$ cat config.mk
export PLATFORM = sky130hd
export DESIGN_NAME = fifo_arbiter
export DESIGN_NICKNAME = d
export VERILOG_FILES = /design/src/rtl/fifo_arbiter.sv
export SDC_FILE = /design/constraint.sdc
export NUM_CORES = 1
export LEC_CHECK = 0
export ABC_AREA = 1
export CAP_MARGIN = 10
export CORE_MARGIN = 2
export CORE_UTILIZATION = 33
export CTS_CLUSTER_SIZE = 8
export DETAILED_ROUTE_END_ITERATION = 12
export PLACE_DENSITY = 0.81
export SLEW_MARGIN = 20
export SYNTH_ARGS = -nofsm -noshare
export SYNTH_HDL_FRONTEND = slang
export SYNTH_SLANG_ARGS = --single-unit
$ cat constraint.sdc
create_clock -name clk -period 1.5 [get_ports clk]
set_input_delay 0.3 -clock clk [delete_from_list [all_inputs] [get_ports clk]]
set_output_delay 0.3 -clock clk [all_outputs]
set_load 0.05 [all_outputs]
$ cat src/rtl/fifo_arbiter.sv
// Burst-limited round-robin arbiter that drains four source FIFOs into one
// downstream FIFO, with stall on downstream almost-full.
module fifo_arbiter #(
  parameter int WIDTH = 10,
  parameter int BURST = 4
) (
  input  logic             clk,
  input  logic             reset,
  input  logic             enable,
  input  logic [3:0]       src_empty,
  input  logic [WIDTH-1:0] data_in0,
  input  logic [WIDTH-1:0] data_in1,
  input  logic [WIDTH-1:0] data_in2,
  input  logic [WIDTH-1:0] data_in3,
  input  logic             dst_almost_full,
  output logic [3:0]       pop,
  output logic             push_out,
  output logic [WIDTH-1:0] data_out,
  output logic [1:0]       grant,
  output logic [1:0]       state,
  output logic             idle_out
);

  localparam logic [1:0] S_IDLE   = 2'b00;
  localparam logic [1:0] S_ACTIVE = 2'b01;
  localparam logic [1:0] S_STALL  = 2'b10;
  localparam logic [2:0] BURST_LAST = 3'(BURST - 1);

  logic [1:0]       r_state;
  logic [1:0]       r_grant;
  logic [2:0]       r_cnt;
  logic             r_push;
  logic [1:0]       r_src;

  logic             w_all_empty;
  logic             w_pop_ok;
  logic             w_rotate;
  logic [1:0]       w_next_grant;
  logic             w_found;
  logic [1:0]       w_state_nxt;
  logic [WIDTH-1:0] w_data_sel;

  assign w_all_empty = (src_empty == 4'b1111);
  assign w_pop_ok    = (r_state == S_ACTIVE) && enable && !src_empty[r_grant] && !dst_almost_full;
  assign w_rotate    = (w_pop_ok && (r_cnt == BURST_LAST)) || src_empty[r_grant];

  // First non-empty source after the current grant; falls back to the current grant.
  // NOTE: every always_comb output gets a default before any branch so no latch is inferred.
  always_comb begin
    w_next_grant = r_grant;
    w_found      = 1'b0;
    for (int k = 1; k < 4; k++) begin
      if (!w_found && !src_empty[2'(r_grant + 2'(k))]) begin
        w_next_grant = 2'(r_grant + 2'(k));
        w_found      = 1'b1;
      end
    end
  end

  // Leaving for IDLE outranks both the stall and the resume condition.
  always_comb begin
    w_state_nxt = r_state;
    case (r_state)
      S_IDLE: begin
        if (enable && !w_all_empty && !dst_almost_full) w_state_nxt = S_ACTIVE;
      end
      S_ACTIVE: begin
        if (w_all_empty || !enable)  w_state_nxt = S_IDLE;
        else if (dst_almost_full)    w_state_nxt = S_STALL;
      end
      S_STALL: begin
        if (w_all_empty || !enable)  w_state_nxt = S_IDLE;
        else if (!dst_almost_full)   w_state_nxt = S_ACTIVE;
      end
      default: w_state_nxt = S_IDLE;
    endcase
  end

  // NOTE: state registers use non-blocking assignments so every flop samples pre-edge values.
  always_ff @(posedge clk or negedge reset) begin
    if (!reset) begin
      r_state <= S_IDLE;
      r_grant <= 2'd0;
      r_cnt   <= 3'd0;
      r_push  <= 1'b0;
      r_src   <= 2'd0;
    end else begin
      r_state <= w_state_nxt;
      r_push  <= w_pop_ok;
      if (w_pop_ok) r_src <= r_grant;
      if (r_state == S_ACTIVE) begin
        if (w_rotate) begin
          r_grant <= w_next_grant;
          r_cnt   <= 3'd0;
        end else if (w_pop_ok) begin
          r_cnt <= r_cnt + 3'd1;
        end
      end
    end
  end

  // Source read data arrives one cycle after the pop, aligned with r_push.
  always_comb begin
    w_data_sel = data_in0;
    case (r_src)
      2'd0:    w_data_sel = data_in0;
      2'd1:    w_data_sel = data_in1;
      2'd2:    w_data_sel = data_in2;
      default: w_data_sel = data_in3;
    endcase
  end

  assign pop      = w_pop_ok ? (4'b0001 << r_grant) : 4'b0000;
  assign push_out = r_push;
  assign data_out = r_push ? w_data_sel : '0;
  assign grant    = r_grant;
  assign state    = r_state;
  assign idle_out = (r_state == S_IDLE) && !r_push;

endmodule

==> impl_metrics.csv, run 1 <==
group,metric,value,unit
timing,maxSlewHeadroom,69.24,%
critical_path,cp_data_required_time,1.20,ns
drt,first_pass_iters,4,
floorplanning,core_area,3078,um^2
timing,fin_crit_sh,124.8,%
timing,worst_clock_skew,0.005552,ns
floorplanning,die_w,61.10,um
clocking,cts-htree-levels,1,
cells_and_area,final_util,84.67,%
critical_path,rr_startpoint,"grant[0]$_DFFE_PN0P_",
critical_path,startpoint_type,"flip-flop",
cells_and_area,area_delta_synth_final,142.2,%
drt,routed_via_density,5.140,
floorplanning,initial_core_util,34.96,%
flow_run,max-cap-violations,0,
critical_path,endpoint_kind,"output pin",
clocking,cts_sinks,10,
placement,dp_hpwl,3121,um
global_routing,grt_pass1_wl,6686,um
cells_and_area,fin_nets,332,
timing,finalMaxSlewViolations,0,
timing,worstMarginPinSlew,0.4599,ns
outcome,status,"complete, but fails checks",
clocking,cts_root_buf,"clkbuf_4",
critical_path,worst_ep_arrival_time,1.57,ns
timing,rsz0062_at_grt,"true",
logic_synthesis,ys_top_cells_by_area,"dfrtp_1, nand2_1, nand3_1",
drt,vias,1650,
logic_synthesis,yosysWarnings,0,
power,peakVddDrop,1.521,mV
floorplanning,die_area,3733,um^2
timing,maxClockFrequency,0.5343,GHz
logic_synthesis,netlist_area,1076,um^2
timing,fin_setup_tns,-5.271,ns
power,comb_power_share,81.9,%
critical_path,crit_fanout,5,
min_path,hp-class,"primary input to async pin",
power,p_leak,1.213,nW
global_routing,grt_use_total,23.71,%
critical_path,r2r_slack,-0.23,ns
clocking,cts_tree,"done",
timing,whs,0.3303,ns
clocking,cts_buffers,3,
global_routing,grt_overflow,0,
drt,drc,0,
cells_and_area,drive_gt1_share,48.38,%
power,power,4.079,mW
logic_synthesis,ys_ff_latch,10,
clocking,cts_buffer_depth,2,
power,clockPowerShare,5.1,%
cells_and_area,mostFrequentLayoutCells,"clkdlybuf4s50_1, nand2_1, buf_4",
drt,ant_nets,0,
timing,setup_slack,-0.3715,ns
power,p_per_area,1565,nW/um^2
logic_synthesis,synth.distinct_cells,21,
power,p_int,2.024,mW
placement,dp.cells,305,
cells_and_area,num_antenna_cells,0,
placement,placed_cell_area,2277,um^2
drt,wl,5124,um
cells_and_area,final_cells,321,
placement,port-buffer-count,67,
floorplanning,die_h,61.10,um
logic_synthesis,syn_nets,229,
clocking,path_clk_slew,0.07,ns
global_routing,grt_antenna_before_repair,0,
placement,gp_congestion,0.7833,
critical_path,worstRegToRegCells,11,
timing,setup_violations,20,
cells_and_area,final_area,2606,um^2
global_routing,grt_pass1_vias,1581,
power,pwr-share-seq,13.1,%
critical_path,worstSetupPathType,"flip-flop to output pin",
logic_synthesis,synthCells,175,
drt,routedWlPerCell,15.96,um
placement,place_ws,-0.2758,ns
outcome,violations,"negative setup slack",
power,switching_share,50.39,%
logic_synthesis,syn_area_per_cell,6.149,um^2
global_routing,grt_max_degree,16,
logic_synthesis,yosysTopAreaCell,"dfrtp_1",
power,p_sw,2.056,mW
floorplanning,fp-row-count,20,
drt,first_iter_violations,75,
logic_synthesis,ys_seq_area_share,23.26,%
logic_synthesis,yosys.area.top_type_share,23.26,%
timing,period_needed,1.871,ns
floorplanning,ioPinCount,68,
timing,hold_viol,0,
critical_path,r2r-end,"grant[0]$_DFFE_PN0P_",
clocking,postCtsHoldBufs,0,
clocking,insertion_delay,0.28,ns
cells_and_area,layout_commonest_cell,"clkdlybuf4s50_1",
state kept, by name (all words and copies together), names as in the netlist:
signal,count
r_cnt,3
grant,2
r_src,2
state,2
push_out,1
cell type report:
class	instances	area, um^2
Multi-Input combinational cell	130	957.2
Clock buffer	4	26.28
Sequential cell	10	261.5
Timing Repair Buffer	102	1177
Fill cell	169	471.7
Inverter	31	128.9
Tap cell	44	55.05
layer usage:
layer	share of wire (%)	routed length, um	GRT usage (%)	up-vias
met1	34	1763	22.39	747
met2	50	2577	46.81	89
met4	5.1	261	8.696	0
li1	-	-	-	786
met3	10	521	7.563	28
met5	0	0	0	-
cell usage after synthesis:
master	instances
a21oi_1	3
nand3_1	27
nand3b_1	1
nand3_2	1
a21oi_2	1
ha_1	6
inv_2	1
o21ai_0	13
dfrtp_1	10
nor2_2	2
inv_1	30
nand4_1	5
or2_2	2
o211ai_1	10
nor3b_1	1
o31ai_2	1
nand2_1	45
buf_2	2
clkbuf_1	2
nand2_2	4
nor2_1	8
worst max path at each step:
stage                                       to                  from
after detailed placement  grant[1]$_DFFE_PN0P_                enable
after CTS                          data_out[2]  r_src[0]$_DFFE_PN0P_
after floorplan                         pop[0]  grant[0]$_DFFE_PN0P_
after global placement                  pop[0]                enable
final                              data_out[2]  r_src[0]$_DFFE_PN0P_
after global routing               data_out[2]  r_src[0]$_DFFE_PN0P_
power by group through the flow:
stage	clock network, mW	logic (mW)	registers (mW)
2_1_floorplan	0	1.35	0.589
3_3_place_gp	0	2.38	0.493
3_5_place_dp	0	2.44	0.497
4_1_cts	0.198	2.90	0.511
5_1_grt	0.223	3.54	0.542
6_report	0.206	3.34	0.534
logic make-up (layout without fill, tap and decap cells):
kind of cell | after synthesis | after routing | synth area share, %
buffers and inverters | 35 | 137 | 12.44
AOI/OAI and AO/OA | 28 | 28 | 16.39
and+or+nand+nor | 96 | 96 | 40.93
adders and majority gates | 6 | 6 | 6.977
DFF | 10 | 10 | 23.26
critical path, cell delays in order, from the launching register on:
cell and delay [ns]:
dfrtp_2 0.43, inv_2 0.05, or2_4 0.25, inv_4 0.08, nand2_2 0.06, nand3_2 0.07, o211ai_1 0.12, inv_2 0.10
buf_12 0.13
timing repair:
action                                  4_1_cts  5_1_grt
resized for setup                            25       43
cloned                                        1        0
endpoints found under the setup margin       17       20
pin swaps                                    21       25
buffers inserted                              7        7
(Power assumes the default switching activity.)
==> run 2, diff against run 1 <==
--- a/config.mk
+++ b/config.mk
@@ -5,13 +5,13 @@
 export SDC_FILE = /design/constraint.sdc
 export NUM_CORES = 1
 export LEC_CHECK = 0
-export ABC_AREA = 1
+export ABC_AREA = 0
 export CAP_MARGIN = 10
 export CORE_MARGIN = 2
-export CORE_UTILIZATION = 33
+export CORE_UTILIZATION = 32
 export CTS_CLUSTER_SIZE = 8
 export DETAILED_ROUTE_END_ITERATION = 12
-export PLACE_DENSITY = 0.81
+export PLACE_DENSITY = 0.76
 export SLEW_MARGIN = 20
 export SYNTH_ARGS = -nofsm -noshare
 export SYNTH_HDL_FRONTEND = slang
==> run 2 against run 1 <==
  * The flow still finishes with violations (negative setup slack)
  * Register-to-register slack got worse by 0.26 ns
  * Worst setup slack got worse by 0.15 ns
  * Hold slack gained 0.019 ns
  * Via count is 30% lower
==> impl_metrics.csv, run 2 <==
group,metric,value,unit
cells_and_area,top_register,"r_cnt",
logic_synthesis,yosys.area.top_type_share,26.50,%
placement,port-buffer-count,67,
timing,finalMaxSlewViolations,0,
global_routing,grt_max_degree,13,
clocking,cts_buffer_depth,2,
cells_and_area,fillCellCount,208,
critical_path,endpoint_kind,"output pin",
power,comb_power_share,74.5,%
logic_synthesis,yosys.cell_count.top_type,"and2_1",
timing,worst_clock_skew,0.003234,ns
drt,routed_via_density,5.017,
cells_and_area,layout_commonest_cell,"clkdlybuf4s50_1",
power,power,2.854,mW
critical_path,path_buf_inv,2,
critical_path,max_stage_delay,0.53,ns
global_routing,grt_pass1_vias,1168,
logic_synthesis,ys_seq_area_share,24.54,%
placement,gp_congestion,0.8340,
critical_path,crit_cells,5,
power,switching_share,37.90,%
cells_and_area,area_delta_synth_final,120.0,%
critical_path,worstSetupPathType,"flip-flop to output pin",
power,p_sw,1.082,mW
logic_synthesis,synth_common_cells,"and2_1, mux4_2, dfrtp_1",
floorplanning,initial_core_util,33.40,%
clocking,cts_tree,"done",
timing,rsz0062_at_grt,"true",
cells_and_area,final_area,2243,um^2
timing,hold_viol,0,
clocking,cts_root_buf,"clkbuf_4",
critical_path,worstRegToRegCells,7,
floorplanning,die_area,3654,um^2
drt,drc,0,
floorplanning,core_area,3053,um^2
drt,vias,1154,
flow_run,max-cap-violations,0,
global_routing,grt_use_total,20.14,%
floorplanning,die_w,60.45,um
cells_and_area,final_util,73.48,%
cells_and_area,fin_nets,241,
cells_and_area,mostFrequentLayoutCells,"clkdlybuf4s50_1, buf_4, buf_6",
critical_path,worst_ep_arrival_time,1.72,ns
outcome,violations,"negative setup slack",
logic_synthesis,ys_top_cells_by_area,"mux4_2, dfrtp_1, and2_1",
clocking,postCtsHoldBufs,0,
placement,dp_hpwl,2794,um
power,pwr-share-seq,16.9,%
clocking,cts-htree-levels,1,
min_path,hp-class,"primary input to async pin",
timing,maxClockFrequency,0.4950,GHz
logic_synthesis,synthArstFlopShare,100.0,%
floorplanning,fp-row-count,20,
placement,placed_cell_area,2026,um^2
cells_and_area,final_cells,230,
drt,first_pass_iters,4,
critical_path,startpoint_type,"flip-flop",
logic_synthesis,syn_nets,144,
clocking,cts_sinks,10,
logic_synthesis,netlist_area,1020,um^2
critical_path,crit_chain,"mux4_2 > nor2b_2 > buf_4 > and2_4 > buf_12",
timing,fin_crit_sh,134.7,%
timing,setup_violations,24,
power,p_per_area,1272,nW/um^2
timing,setup_slack,-0.5203,ns
drt,wl,3835,um
critical_path,path_delay_family,"multiplexers",
timing,maxSlewHeadroom,68.78,%
logic_synthesis,synth.distinct_cells,32,
placement,place_ws,-0.5569,ns
logic_synthesis,synth_edf_count,0,
timing,worstMarginPinSlew,0.4668,ns
outcome,status,"complete, but fails checks",
drt,first_iter_violations,59,
floorplanning,ioPinCount,68,
global_routing,grt_pass1_wl,5437,um
clocking,cts_buffers,3,
timing,period_needed,2.020,ns
global_routing,grt_antenna_before_repair,0,
floorplanning,die_h,60.45,um
timing,fin_setup_tns,-9.082,ns
placement,dp.cells,217,
critical_path,crit_fanout,5,
clocking,insertion_delay,0.27,ns
power,clockPowerShare,8.6,%
clocking,path_clk_slew,0.07,ns
critical_path,cpMaxStageDelayCell,"mux4_2",
critical_path,cp_data_required_time,1.20,ns
logic_synthesis,yosysTopAreaCell,"mux4_2",
logic_synthesis,ys_ff_latch,10,
power,p_leak,0.9589,nW
logic_synthesis,synthFlopType,"dfrtp_1",
drt,routedWlPerCell,16.67,um
power,p_int,1.772,mW
global_routing,grt_overflow,0,
drt,ant_nets,0,
power,peakVddDrop,0.9603,mV
cells_and_area,num_antenna_cells,0,
logic_synthesis,synthCells,90,
logic_synthesis,yosysWarnings,0,
cells_and_area,drive_gt1_share,53.23,%
cells_and_area,largest_register_ffs,3,
timing,whs,0.3491,ns
logic_synthesis,syn_area_per_cell,11.33,um^2
==> run 2: changes by cell type after synthesis, moves of 3 or more <==
cell | previous run | this run
nand4_1 | 5 | 1
nand2_1 | 45 | 5
nand2_2 | 4 | 0
o21ai_0 | 13 | 3
nand3_1 | 27 | 1
o211ai_1 | 10 | 3
inv_1 | 30 | 5
and2_1 | 0 | 14
nor2b_1 | 0 | 3
mux4_2 | 0 | 12
o21ai_1 | 0 | 3
nor2_1 | 8 | 1
==> run 2: repair_timing <==
action                                  4_1_cts  5_1_grt
cloned                                        0        1
endpoints found under the setup margin       23       24
pin swaps                                     4        1
setup buffers                                 5        4
resized for setup                            29        4
==> run 2: cells by family after synthesis <==
logic type	after synthesis	synth area share [%]
and+or+nand+nor	31	17.91
DFF	10	24.54
buffers and inverters	10	4.908
AOI/OAI and AO/OA	16	10.67
muxes	16	33.74
xor gates and xnor gates	1	0.8591
adders and majority gates	6	7.362
==> run 2: final cells by class <==
cell class                      instances  area [um^2]  share of cell area [%]
Timing Repair Buffer                   97         1061                   47.30
Clock buffer                            4        36.28                   1.617
Multi-Input combinational cell         70        814.5                   36.31
Inverter                                5        21.27                  0.9481
Tap cell                               44        55.05                   2.454
Sequential cell                        10        255.2                   11.38
==> run 2: path summary, 6_finish.rpt <==
check,start,to,slack [ns]
max,grant[0]$_DFFE_PN0P_,pop[2],-0.52
min,reset,state[0]$_DFFE_PN0P_,0.35
max reg2reg,grant[0]$_DFFE_PN0P_,grant[1]$_DFFE_PN0P_,-0.49
min reg2reg,r_cnt[2]$_DFFE_PN0P_,r_cnt[2]$_DFFE_PN0P_,0.51
max in group asynchronous,reset,r_src[0]$_DFFE_PN0P_,0.80
min in group clk,r_cnt[2]$_DFFE_PN0P_,r_cnt[2]$_DFFE_PN0P_,0.51
==> run 2: worst reg2reg max path: stages, from the launching register on <==
cell	delay [ns]
dfrtp_2	0.38
buf_4	0.12
buf_6	0.11
inv_4	0.04
ha_4	0.26
mux4_2	0.52
or3_1	0.32
o221a_1	0.13
==> run 2: per-layer routing <==
layer | wire, um | global-route usage (%)
met5 | 0 | 0
met3 | 349 | 2.985
met1 | 1400 | 21.91
met2 | 2047 | 39.13
met4 | 37 | 7.453
==> run 2: power groups by stage <==
stage,registers [mW],logic (mW),clock network [mW]
floorplan,0.540,1.03,0
global placement,0.478,1.74,0
detailed placement,0.482,1.80,0
CTS,0.465,2.01,0.249
global route,0.492,2.26,0.267
finish,0.483,2.13,0.245
==> run 3, diff against run 2 <==
--- a/config.mk
+++ b/config.mk
@@ -8,10 +8,11 @@
 export ABC_AREA = 0
 export CAP_MARGIN = 10
 export CORE_MARGIN = 2
-export CORE_UTILIZATION = 32
+export CORE_UTILIZATION = 33
+export CTS_BUF_LIST = sky130_fd_sc_hd__clkbuf_4 sky130_fd_sc_hd__clkbuf_8
 export CTS_CLUSTER_SIZE = 8
 export DETAILED_ROUTE_END_ITERATION = 12
-export PLACE_DENSITY = 0.76
+export PLACE_DENSITY = 0.78
 export SLEW_MARGIN = 20
 export SYNTH_ARGS = -nofsm -noshare
 export SYNTH_HDL_FRONTEND = slang
==> run 3 against run 2 <==
  * The flow still finishes with violations (negative setup slack)
  * Highest routed layer unchanged
  * Largest cell class unchanged
  * Maximum frequency up 0.57%
  * Global-route usage is 1.4 points higher
  * First-iteration DRC count shrank 14%
  * Critical endpoint is now data_out[1]
  * Critical path depth decreased by 1
  * Cell count fell by 6.5%
  * Wire length up 6.6%
  * Sequential cell count unchanged
  * Largest power group unchanged
  * Sequential share of layout area rose by 0.40 points
==> impl_metrics.csv, run 3 (synthesis results as in run 2) <==
group,metric,value,unit
outcome,status,"complete, but fails checks",
outcome,violations,"negative setup slack",
critical_path,cp_data_required_time,1.20,ns
clocking,path_clk_slew,0.06,ns
timing,rsz0062_at_grt,"true",
placement,dp.cells,206,
global_routing,grt_use_total,21.57,%
min_path,hp-class,"primary input to async pin",
cells_and_area,num_antenna_cells,0,
cells_and_area,final_util,72.17,%
global_routing,grt_pass1_wl,5706,um
cells_and_area,layout_commonest_cell,"clkdlybuf4s50_1",
placement,place_ws,-0.7053,ns
critical_path,startpoint_type,"flip-flop",
flow_run,max-cap-violations,0,
timing,worstMarginPinSlew,0.4628,ns
critical_path,crit_fanout,5,
cells_and_area,top_register,"r_cnt",
cells_and_area,area_delta_synth_final,112.5,%
drt,ant_nets,0,
floorplanning,die_w,59.59,um
cells_and_area,drive_gt1_share,52.20,%
clocking,insertion_delay,0.27,ns
cells_and_area,final_cells,215,
global_routing,grt_overflow,0,
power,p_per_area,1254,nW/um^2
timing,maxSlewHeadroom,69.14,%
floorplanning,die_h,59.59,um
floorplanning,initial_core_util,33.96,%
clocking,cts_tree,"done",
global_routing,grt_pass1_vias,1192,
clocking,cts_root_buf,"clkbuf_4",
placement,placed_cell_area,2012,um^2
power,power,2.718,mW
timing,period_needed,2.009,ns
cells_and_area,final_area,2167,um^2
clocking,cts-htree-levels,1,
timing,setup_violations,22,
timing,setup_slack,-0.5088,ns
floorplanning,fp-row-count,20,
power,p_leak,0.9240,nW
clocking,cts_buffers,3,
floorplanning,die_area,3551,um^2
timing,maxClockFrequency,0.4978,GHz
cells_and_area,largest_register_ffs,3,
drt,routed_via_density,5.372,
placement,dp_hpwl,2858,um
timing,finalMaxSlewViolations,0,
power,peakVddDrop,1.041,mV
critical_path,worstRegToRegCells,6,
global_routing,grt_antenna_before_repair,0,
clocking,cts_buffer_depth,2,
clocking,cts_sinks,10,
floorplanning,ioPinCount,68,
placement,port-buffer-count,67,
timing,worst_clock_skew,0.001712,ns
drt,wl_met2,2302,um
cells_and_area,fin_nets,237,
placement,gp_congestion,0.8718,
floorplanning,core_area,3003,um^2
critical_path,worst_ep_arrival_time,1.71,ns
timing,fin_setup_tns,-8.517,ns
drt,drc,0,
drt,wl_met1,1426,um
drt,vias,1155,
drt,routedWlPerCell,19.02,um
drt,routed.top_layer,"met4",
global_routing,grt_max_degree,13,
critical_path,worstSetupPathType,"flip-flop to output pin",
timing,fin_crit_sh,133.9,%
cells_and_area,mostFrequentLayoutCells,"clkdlybuf4s50_1, buf_4, and2_4",
drt,met3_wirelength,319,um
timing,whs,0.3458,ns
drt,first_iter_violations,51,
drt,first_pass_iters,4,
timing,hold_viol,0,
drt,wl,4090,um
critical_path,endpoint_kind,"output pin",
-- run 3: changes by cell type in the layout (fill, tap and decap cells not counted), sizes merged --
cell	change
buf	-4
-- run 3: worst paths after layout --
check                                      from              endpoint  slack [ns]
max in group asynchronous                 reset  r_src[0]$_DFFE_PN0P_        0.82
hold reg to reg            r_cnt[0]$_DFFE_PN0P_  r_cnt[0]$_DFFE_PN0P_        0.51
min in group clk           r_cnt[0]$_DFFE_PN0P_  r_cnt[0]$_DFFE_PN0P_        0.51
setup / recovery           r_src[0]$_DFFE_PN0P_           data_out[1]       -0.51
hold / removal                            reset  r_cnt[2]$_DFFE_PN0P_        0.35
setup reg to reg           grant[0]$_DFFE_PN0P_  grant[1]$_DFFE_PN0P_       -0.41
-- run 3: power breakdown --
group | leakage, nW | internal (mW) | switching [mW]
clock network | 0.0184 | 0.121 | 0.0920
registers | 0.124 | 0.351 | 0.151
logic | 0.782 | 1.19 | 0.815
-- run 3: repair_timing --
item,in CTS,in global routing
pin swaps,1,1
hold buffers,0,0
resized for setup,20,6
setup buffers,2,2
setup endpoints to repair,22,22
cloned,0,1
-- run 3: critical path: stages (launching register included) --
cell and delay (ns):
dfrtp_2 0.43, clkbuf_16 0.18, mux4_2 0.51, and2_4 0.18, buf_6 0.14
-- run 3: final cells by class --
class	instances	area, um^2
timing repair buffer	93	1011
fill	202	835.8
multi-input combinational	70	808.3
sequential	10	255.2
tap	33	41.29
clock buffer	4	30.03
inverter	5	21.27
-- run 3: per-layer routing --
layer / up-vias / track usage (%)
met1: 564 / 23.20
met2: 59 / 42.07
met4: 0 / 6.984
met5: - / 0
met3: 4 / 3.493
li1: 528 / -
